==> src/rtl/axi2ahb_pkg.sv <==
// Shared definitions for the AXI-to-AHB bridge (aclk and hclk sides).
package axi2ahb_pkg;

  localparam int ADDR_W = 32;
  localparam int DATA_W = 64;
  localparam int SIZE_W = 3;

  // Entry pushed into the state FIFO; the hclk consumer decodes these.
  localparam logic STATE_WRITE = 1'b1;
  localparam logic STATE_READ  = 1'b0;

  // Round-robin arbiter state: which request type won last.
  typedef enum logic {
    GRANT_RD = 1'b0,
    GRANT_WR = 1'b1
  } grant_e;

  // Only single-beat transfers are supported; anything else is flagged.
  function automatic logic is_burst(input logic [7:0] len);
    return (len != 8'd0);
  endfunction

endpackage

==> src/rtl/req_hold_reg.sv <==
// Single-entry valid/ready holding register.
// Handshake: a transfer happens on a rising clk edge where in_valid and
// in_ready are both high; in_ready is high whenever the register is empty or
// its content is being consumed in the same cycle, so a new value can load
// while the old one leaves and the valid flag stays set.
module req_hold_reg #(
  parameter int W = 8
) (
  input  logic         clk,
  input  logic         rst_n,
  input  logic         in_valid,
  input  logic [W-1:0] in_data,
  output logic         in_ready,
  input  logic         consume,
  output logic         out_valid,
  output logic [W-1:0] out_data
);

  assign in_ready = !out_valid || consume;

  // Load on handshake, drop valid when consumed without a replacement.
  always_ff @(posedge clk or negedge rst_n) begin
    if (!rst_n) begin
      out_valid <= 1'b0;
      out_data  <= '0;
    end else if (in_valid && in_ready) begin
      out_valid <= 1'b1;
      out_data  <= in_data;
    end else if (consume) begin
      out_valid <= 1'b0;
    end
  end

endmodule

==> src/rtl/axi_req_sched.sv <==
// AXI-side request scheduler (aclk domain) of the AXI-to-AHB bridge.
// Holds single-beat AW+W writes and AR reads, arbitrates round-robin between
// write and read, and pushes each winner atomically into the addr, data,
// state, id_send and size FIFOs.
// Optional: define AXI_REQ_SCHED_PERF_EN to add push/stall counters.
// Channel handshakes follow AXI valid/ready: a beat transfers on the rising
// aclk edge where valid and ready are both high; ready never waits on valid.
import axi2ahb_pkg::*;

module axi_req_sched #(
  parameter int AXI_ID_WIDTH = 8
) (
  input  logic                    aclk,
  input  logic                    aresetn,
  input  logic                    awvalid,
  output logic                    awready,
  input  logic [AXI_ID_WIDTH-1:0] awid,
  input  logic [ADDR_W-1:0]       awaddr,
  input  logic [7:0]              awlen,
  input  logic [SIZE_W-1:0]       awsize,
  input  logic                    wvalid,
  output logic                    wready,
  input  logic [DATA_W-1:0]       wdata,
  input  logic                    wlast,
  input  logic                    arvalid,
  output logic                    arready,
  input  logic [AXI_ID_WIDTH-1:0] arid,
  input  logic [ADDR_W-1:0]       araddr,
  input  logic [7:0]              arlen,
  input  logic [SIZE_W-1:0]       arsize,
  output logic [ADDR_W-1:0]       axi_addr,
  output logic                    addr_w_en,
  input  logic                    addr_fifo_full,
  output logic [DATA_W-1:0]       axi_data,
  output logic                    data_w_en,
  input  logic                    data_fifo_full,
  output logic                    axi_write,
  output logic                    state_w_en,
  input  logic                    state_fifo_full,
  output logic [AXI_ID_WIDTH:0]   axi_id,
  output logic                    id_send_w_en,
  input  logic                    id_send_fifo_full,
  output logic [SIZE_W-1:0]       axi_size,
  output logic                    size_w_en,
  input  logic                    size_fifo_full,
  output logic                    err_burst,
  output grant_e                  dbg_last_grant
`ifdef AXI_REQ_SCHED_PERF_EN
  ,
  output logic [31:0]             perf_wr_cnt,
  output logic [31:0]             perf_rd_cnt,
  output logic [31:0]             perf_stall_cnt
`endif
);

  localparam int REQ_W = AXI_ID_WIDTH + ADDR_W + SIZE_W;

  logic             aw_h_v, w_h_v, ar_h_v;
  logic [REQ_W-1:0] aw_h_d, ar_h_d;
  logic [DATA_W-1:0] w_h_d;
  logic             grant_wr, grant_rd;
  logic             wr_cand, rd_cand, wr_ok, rd_ok, wr_elig, rd_elig;
  grant_e           last_grant, last_grant_nxt;

  // Holding registers: AW and W consumed together, AR on its own.
  req_hold_reg #(.W(REQ_W)) u_aw_h (
    .clk(aclk), .rst_n(aresetn),
    .in_valid(awvalid), .in_data({awid, awaddr, awsize}), .in_ready(awready),
    .consume(grant_wr), .out_valid(aw_h_v), .out_data(aw_h_d)
  );

  req_hold_reg #(.W(DATA_W)) u_w_h (
    .clk(aclk), .rst_n(aresetn),
    .in_valid(wvalid), .in_data(wdata), .in_ready(wready),
    .consume(grant_wr), .out_valid(w_h_v), .out_data(w_h_d)
  );

  req_hold_reg #(.W(REQ_W)) u_ar_h (
    .clk(aclk), .rst_n(aresetn),
    .in_valid(arvalid), .in_data({arid, araddr, arsize}), .in_ready(arready),
    .consume(grant_rd), .out_valid(ar_h_v), .out_data(ar_h_d)
  );

  // A request is eligible only if every FIFO it writes has room; a read
  // never needs the data FIFO, so a full data FIFO cannot stall reads.
  assign wr_cand = aw_h_v && w_h_v;
  assign rd_cand = ar_h_v;
  assign wr_ok   = !(addr_fifo_full || data_fifo_full || state_fifo_full ||
                     id_send_fifo_full || size_fifo_full);
  assign rd_ok   = !(addr_fifo_full || state_fifo_full ||
                     id_send_fifo_full || size_fifo_full);
  assign wr_elig = wr_cand && wr_ok;
  assign rd_elig = rd_cand && rd_ok;

  assign dbg_last_grant = last_grant;

  // Round-robin state: remembers the type of the most recent grant.
  always_ff @(posedge aclk or negedge aresetn) begin
    if (!aresetn) last_grant <= GRANT_RD;
    else          last_grant <= last_grant_nxt;
  end

  // Grant selection: alternate under contention, otherwise take whoever is eligible.
  always_comb begin
    grant_wr       = 1'b0;
    grant_rd       = 1'b0;
    last_grant_nxt = last_grant;
    if (wr_elig && (!rd_elig || last_grant == GRANT_RD)) begin
      grant_wr       = 1'b1;
      last_grant_nxt = GRANT_WR;
    end else if (rd_elig) begin
      grant_rd       = 1'b1;
      last_grant_nxt = GRANT_RD;
    end
  end

  // Registered FIFO push: all strobes of one request pulse together.
  always_ff @(posedge aclk or negedge aresetn) begin
    if (!aresetn) begin
      addr_w_en    <= 1'b0;
      data_w_en    <= 1'b0;
      state_w_en   <= 1'b0;
      id_send_w_en <= 1'b0;
      size_w_en    <= 1'b0;
      axi_addr     <= '0;
      axi_data     <= '0;
      axi_write    <= 1'b0;
      axi_id       <= '0;
      axi_size     <= '0;
    end else begin
      addr_w_en    <= grant_wr || grant_rd;
      data_w_en    <= grant_wr;
      state_w_en   <= grant_wr || grant_rd;
      id_send_w_en <= grant_wr || grant_rd;
      size_w_en    <= grant_wr || grant_rd;
      if (grant_wr) begin
        axi_addr  <= aw_h_d[SIZE_W +: ADDR_W];
        axi_data  <= w_h_d;
        axi_write <= STATE_WRITE;
        axi_id    <= {STATE_WRITE, aw_h_d[SIZE_W+ADDR_W +: AXI_ID_WIDTH]};
        axi_size  <= aw_h_d[SIZE_W-1:0];
      end else if (grant_rd) begin
        axi_addr  <= ar_h_d[SIZE_W +: ADDR_W];
        axi_write <= STATE_READ;
        axi_id    <= {STATE_READ, ar_h_d[SIZE_W+ADDR_W +: AXI_ID_WIDTH]};
        axi_size  <= ar_h_d[SIZE_W-1:0];
      end
    end
  end

  // Sticky protocol error: bursts are accepted but treated as single beats.
  always_ff @(posedge aclk or negedge aresetn) begin
    if (!aresetn) begin
      err_burst <= 1'b0;
    end else if ((awvalid && awready && is_burst(awlen)) ||
                 (wvalid && wready && !wlast) ||
                 (arvalid && arready && is_burst(arlen))) begin
      err_burst <= 1'b1;
    end
  end

`ifdef AXI_REQ_SCHED_PERF_EN
  logic stall;
  assign stall = (wr_cand && !wr_ok) || (rd_cand && !rd_ok);

  // Performance counters, free-running and wrapping.
  always_ff @(posedge aclk or negedge aresetn) begin
    if (!aresetn) begin
      perf_wr_cnt    <= '0;
      perf_rd_cnt    <= '0;
      perf_stall_cnt <= '0;
    end else begin
      if (grant_wr) perf_wr_cnt    <= perf_wr_cnt + 32'd1;
      if (grant_rd) perf_rd_cnt    <= perf_rd_cnt + 32'd1;
      if (stall)    perf_stall_cnt <= perf_stall_cnt + 32'd1;
    end
  end
`endif

endmodule

==> config.mk <==
export PLATFORM = sky130hd
export DESIGN_NAME = axi_req_sched
export DESIGN_NICKNAME = d
export VERILOG_FILES = /design/src/rtl/axi2ahb_pkg.sv /design/src/rtl/req_hold_reg.sv /design/src/rtl/axi_req_sched.sv
export SDC_FILE = /design/constraint.sdc
export NUM_CORES = 1
export LEC_CHECK = 0
export CAP_MARGIN = 25
export CORE_MARGIN = 2
export CORE_UTILIZATION = 48
export CTS_CLUSTER_DIAMETER = 60
export DETAILED_ROUTE_END_ITERATION = 10
export PLACE_DENSITY = 0.83
export SLEW_MARGIN = 25
export SYNTH_ARGS = -nofsm -noshare
export SYNTH_HDL_FRONTEND = slang
export SYNTH_SLANG_ARGS = --single-unit
==> constraint.sdc <==
create_clock -name aclk -period 2.42 [get_ports aclk]
set_input_delay 0.484 -clock aclk [delete_from_list [all_inputs] [get_ports aclk]]
set_output_delay 0.484 -clock aclk [all_outputs]
set_load 0.01 [all_outputs]
Word level (Yosys, flattened, before mapping)
Cells that the tools add are included.
{"block": "op_classes", "n_addsub": 0, "multipliers": 0, "n_div": 0, "order_cmp": 0, "eq_ne": 0, "shifts": 0, "n_mux": 17, "n_bitwise": 1, "n_reduce_logical": 38}
{"op": "32-bit 2-to-1 mux", "n": 2}
{"op": "9-bit 2-to-1 mux", "n": 2}
{"op": "8-bit nonzero test", "n": 2}
{"op": "1-bit logical OR", "n": 14}
{"op": "1-bit 2-to-1 mux", "n": 11}
{"op": "1-bit logical AND", "n": 10}
{"op": "2-bit nonzero test", "n": 5}
{"op": "1-bit logical NOT", "n": 7}
{"op": "3-bit 2-to-1 mux", "n": 2}
{"op": "1-bit inverter", "n": 1}
{"block": "totals", "regBits": 266, "latchBits": 0, "mem_bits_rw": 0, "mem_bits_ro": 0, "in_bits": 177, "output_inout_bits": 119, "wordCells": 71, "mem_count": 0}

Depth between registers and ports, before layout
{"block": "depth", "word_depth": 14, "ltp_mapped": 7, "depth_no_buf": 4}

Modules after synthesis
A second synthesis with hierarchy kept.
{"block": "unflattened", "cells_unflattened": 744, "hier_area_um2": 11268.3}
{"module": "axi_req_sched", "instances": 1, "cells_per_inst": 418, "area_per_inst_um2": 4973.5, "seq_area_each_um2": 2777.7}
{"module": "req_hold_reg (u_ar_h ...)", "instances": 2, "cells_per_inst": 94, "area_per_inst_um2": 1811.7, "seq_area_each_um2": 1101.1}
{"module": "req_hold_reg (u_w_h)", "instances": 1, "cells_per_inst": 138, "area_per_inst_um2": 2671.3, "seq_area_each_um2": 1626.6}

Worst setup path after synthesis
No wires, ideal clock.
{"block": "synth_path", "path_type": "input to register", "start": "in state_fifo_full", "end": "reg u_w_h.out_data[14]", "setup_ns": 0.125, "arrival_ns": 2.091, "t_required_ns": 2.295, "slack_ns": 0.204, "path_stages": 6, "n_path_buf": 2, "cell_sequence": "or4_4 o41ai_4 nand2_1 buf_6 buf_6 mux2_4"}
{"block": "synth_between", "elab_chain_cells": 11, "word_cells_on_any_way": 16, "classes_between": "1 x mux; 15 x reduce/logical"}
{"item": "from (decl)", "line_no": "axi_req_sched.sv:39", "source": "input logic state_fifo_full,"}
{"item": "1-bit logical OR (2 in series)", "line_no": "axi_req_sched.sv:90", "source": "assign rd_ok = !(addr_fifo_full || state_fifo_full ||"}
{"item": "1-bit logical OR", "line_no": "axi_req_sched.sv:91", "source": "id_send_fifo_full || size_fifo_full);"}
{"item": "1-bit logical NOT", "line_no": "axi_req_sched.sv:90"}
{"item": "1-bit logical AND", "line_no": "axi_req_sched.sv:93", "source": "assign rd_elig = rd_cand && rd_ok;"}
{"item": "1-bit logical NOT", "line_no": "axi_req_sched.sv:108", "source": "if (wr_elig && (!rd_elig || last_grant == GRANT_RD)) begin"}
{"item": "1-bit logical OR", "line_no": "axi_req_sched.sv:108"}
{"item": "1-bit logical AND (*)", "line_no": "axi_req_sched.sv:108"}
{"item": "1-bit 2-to-1 mux (*)", "line_no": "axi_req_sched.sv:108"}
{"item": "1-bit logical OR (*)", "line_no": "req_hold_reg.sv:19", "source": "assign in_ready = !out_valid || consume;"}
{"item": "via wready", "line_no": "axi_req_sched.sv:22", "source": "output logic wready,"}
{"item": "1-bit logical AND (*)", "line_no": "req_hold_reg.sv:26", "source": "end else if (in_valid && in_ready) begin"}
{"item": "to (signal assigned)", "line_no": "req_hold_reg.sv:28", "source": "out_data <= in_data;"}
{"item": "to (decl)", "line_no": "req_hold_reg.sv:16", "source": "output logic [W-1:0] out_data"}
Mark *: on every way through the listed nets, which the timed path passes. The rest lies on a longest branch.
A chain may end at the register's enable or synchronous reset.

Final worst setup path
{"block": "layout_path", "start": "in state_fifo_full", "end": "out wready"}
{"block": "layout_between", "elab_chain_cells": 10, "word_cells_on_any_way": 15, "classes_between": "1 x mux; 14 x reduce/logical"}
{"item": "1-bit logical OR (2 in series)", "line_no": "axi_req_sched.sv:90"}
{"item": "1-bit logical OR", "line_no": "axi_req_sched.sv:91"}
{"item": "1-bit logical NOT", "line_no": "axi_req_sched.sv:90"}
{"item": "1-bit logical AND", "line_no": "axi_req_sched.sv:93"}
{"item": "1-bit logical NOT", "line_no": "axi_req_sched.sv:108"}
{"item": "1-bit logical OR", "line_no": "axi_req_sched.sv:108"}
{"item": "1-bit logical AND (*)", "line_no": "axi_req_sched.sv:108"}
{"item": "1-bit 2-to-1 mux (*)", "line_no": "axi_req_sched.sv:108"}
{"item": "1-bit logical OR (*)", "line_no": "req_hold_reg.sv:19"}
{"item": "to (decl)", "line_no": "axi_req_sched.sv:22"}
Mark *: on every way between the ends. The rest lies on a longest branch, timed or not.

==> results.cfg <==
[route]
wl_per_cell_um = 19.9
route.detailed.drc = 0
num_vias = 6732
wirelength_mm = 25.7
ant_nets = 0
vias_per_cell = 5.21
first_pass_iters = 4
first_iter_violations = 174

[clocking]
cts.sinks = 264
path_clk_slew_ns = 0.06
cts_max_level = 1
numCtsBuffers = 28
clockBufferDepth = 3
cts_root_buf = clkbuf_16
cts_tree = built
clkLatencyLatePin_ns = 0.53

[global_routing]
antenna_found_initial = 1
grt_max_degree = 73
overflow = 0
grt_usage = 0.225
grt_pass1_wl_mm = 39.6
grt_pass1_vias = 7471

[placed_design]
io_buffers = 295
hpwl_mm = 17.5
preCtsSetupSlack_ns = -0.468
placed_area_mm2 = 0.0137
gp_congestion = 0.796
dp_cells = 1238

[synth]
synthMuxAreaShare = 0.252
netlist_instances = 679
synthXorXnorAreaFrac = 0
yosys.area_share.simple = 0.0442
syn_avg_cell_area_um2 = 15.2
syn_nets = 856
synthAdderAreaFrac = 0
synth_area_leaders = dfrtp_1 (64%), mux2_2 (18%), mux2_4 (7.1%)
synth_cell_types = 26
yosys.area.top_type = dfrtp_1
seq_area_frac_synth = 0.642
syn-cell-area_mm2 = 0.0103
yosys_warnings = 0
synth_top_area_share = 0.642
ys_ff_latch = 264
synth_compound_area_frac = 0.0355
synth_top_family_by_area = multiplexers

[sta]
fin_skew_ns = 0.00947
drv_slew = 0
min_period_over_period = 0.985
whs_ns = 0.501
setup_viol = 0
post-route-min-period_ns = 2.38
fmax_mhz = 420
tightest_slew_ns = 0.596
worst_slack_ns = 0.0368
hold_viol = 0
relSlewSlack = 0.602
rsz0062_at_grt = false

[final_layout]
final_common_cell = clkdlybuf4s50_1
syn_to_final_growth_pct = 43.1
stdcell_area_mm2 = 0.0147
final_util = 0.701
finish.net_count = 1172
drive_gt1_frac = 0.299
fin_cells = 1292
final_cell_mix = clkdlybuf4s50_1 (287), dfrtp_1 (264), mux2_2 (165), nor2_1 (86), mux2_4 (49)
n_antenna_cell = 0

[floorplan]
initial_core_util = 0.490
die_area_mm2 = 0.0226
core_area_mm2 = 0.0210
die-height_um = 150
row_count = 53
io_pins = 296
die_w_um = 150

[setup_path]
cpPeakStageDelay_ns = 0.59
path_buf_inv = 2
critPathKind = primary input to output port
crit_path_start_kind = primary input
crit_family = simple AND/OR/NAND/NOR gates
crit_fanout = 3
cpMaxStageDelayCell = or4_4
path_cells = dlygate4sd2_1 -> or4_4 -> o41ai_4 -> buf_2
cp_data_required_time_ns = 1.94
rrSetupSlack_ns = 0.38
cp_data_arrival_time_ns = 1.90
critPathCaptureType = output port

[pwr]
p_leak_nw = 6.65
peakVddDrop_uv = 581
p_per_area_mw_per_mm2 = 1050

[status]
status = finished clean

[worst_hold_path]
hold_class = register to register

[job]
max_cap_violations = 0
-- report_power, final --
part | internal [mW] | switching (mW) | leakage [nW]
Combinational | 2.71 | 1.42 | 3.00
Sequential | 5.95 | 0.840 | 3.15
Clock | 2.80 | 1.75 | 0.501
-- per-layer routing --
metal | up-vias | share of wire | GRT usage
li1 | 3030 | - | -
met1 | 3392 | 0.37 | 0.261
met2 | 239 | 0.52 | 0.403
met3 | 69 | 0.066 | 0.0548
met4 | 2 | 0.037 | 0.0854
met5 | - | 0.00051 | 0
-- cell usage after synthesis, drive strengths merged --
master	count
nor4bb	1
inv	3
or4	1
nand3	1
nor2	86
o22ai	43
mux2	214
and3b	1
and2	1
clkbuf	14
o211ai	1
nand2b	3
dfrtp	264
nand3b	2
a31oi	2
nand2	5
o41ai	2
nor4	5
buf	27
a21oi	1
o21a	1
o21ai	1
-- stage by stage --
step | power, mW | setup TNS (ns)
after floorplan | 8.62 | 0
after global placement | 10.7 | -29.84
after detailed placement | 11.0 | -38.53
after CTS | 15.6 | 0
after global routing | 16.2 | 0
final | 15.5 | 0
-- registers in the layout (all words and copies together), names as in the netlist, 3 cells and up --
signal	count
axi_addr	32
axi_data	64
axi_id	8
axi_size	3
u_ar_h.out_data	43
u_aw_h.out_data	43
u_w_h.out_data	64
-- cell families (layout without fill, tap and decap cells) --
group                  after synthesis  after routing
AO/OA/AOI/OAI                       51             51
AND/OR/NAND/NOR                    106            106
multiplexers                       214            214
buffers and inverters               44            382
flip-flops                         264            264
-- timing repair --
item | CTS | global route
resized for setup | 14 | 0
pin swaps | 2 | 1
endpoints found under the setup margin | 3 | 1
endpoints found under the hold margin | 63 | 0
hold buffers | 1 | 0
buffers inserted | 1 | 0
-- worst min-delay path, delay by kind of cell, from the launching register on --
kind             cells  cell delay, ns
flip-flops           1            0.34
AND/OR/NAND/NOR      2            0.12
-- layout make-up --
type / instances / area (µm²)
inverter: 3 / 11.3
clock inverter: 10 / 148
multi-input combinational: 371 / 3430
sequential: 264 / 6610
tap: 275 / 344
clock buffer: 42 / 865
fill: 1401 / 6290
timing repair buffer: 327 / 3340
-- path summary, 6_finish.rpt --
path                                          from                  end  cells past startpoint
worst max-delay path               state_fifo_full               wready                      4
worst min-delay path            u_aw_h.out_data[6]          axi_addr[3]                      2
worst max register to register      dbg_last_grant  u_ar_h.out_data[31]                      6
worst min register to register  u_aw_h.out_data[6]          axi_addr[3]                      2
max in group asynchronous                  aresetn   u_w_h.out_data[61]                      3
min in group asynchronous                  aresetn            axi_id[4]                      2
No activity file was read; power rests on OpenSTA's default activity.
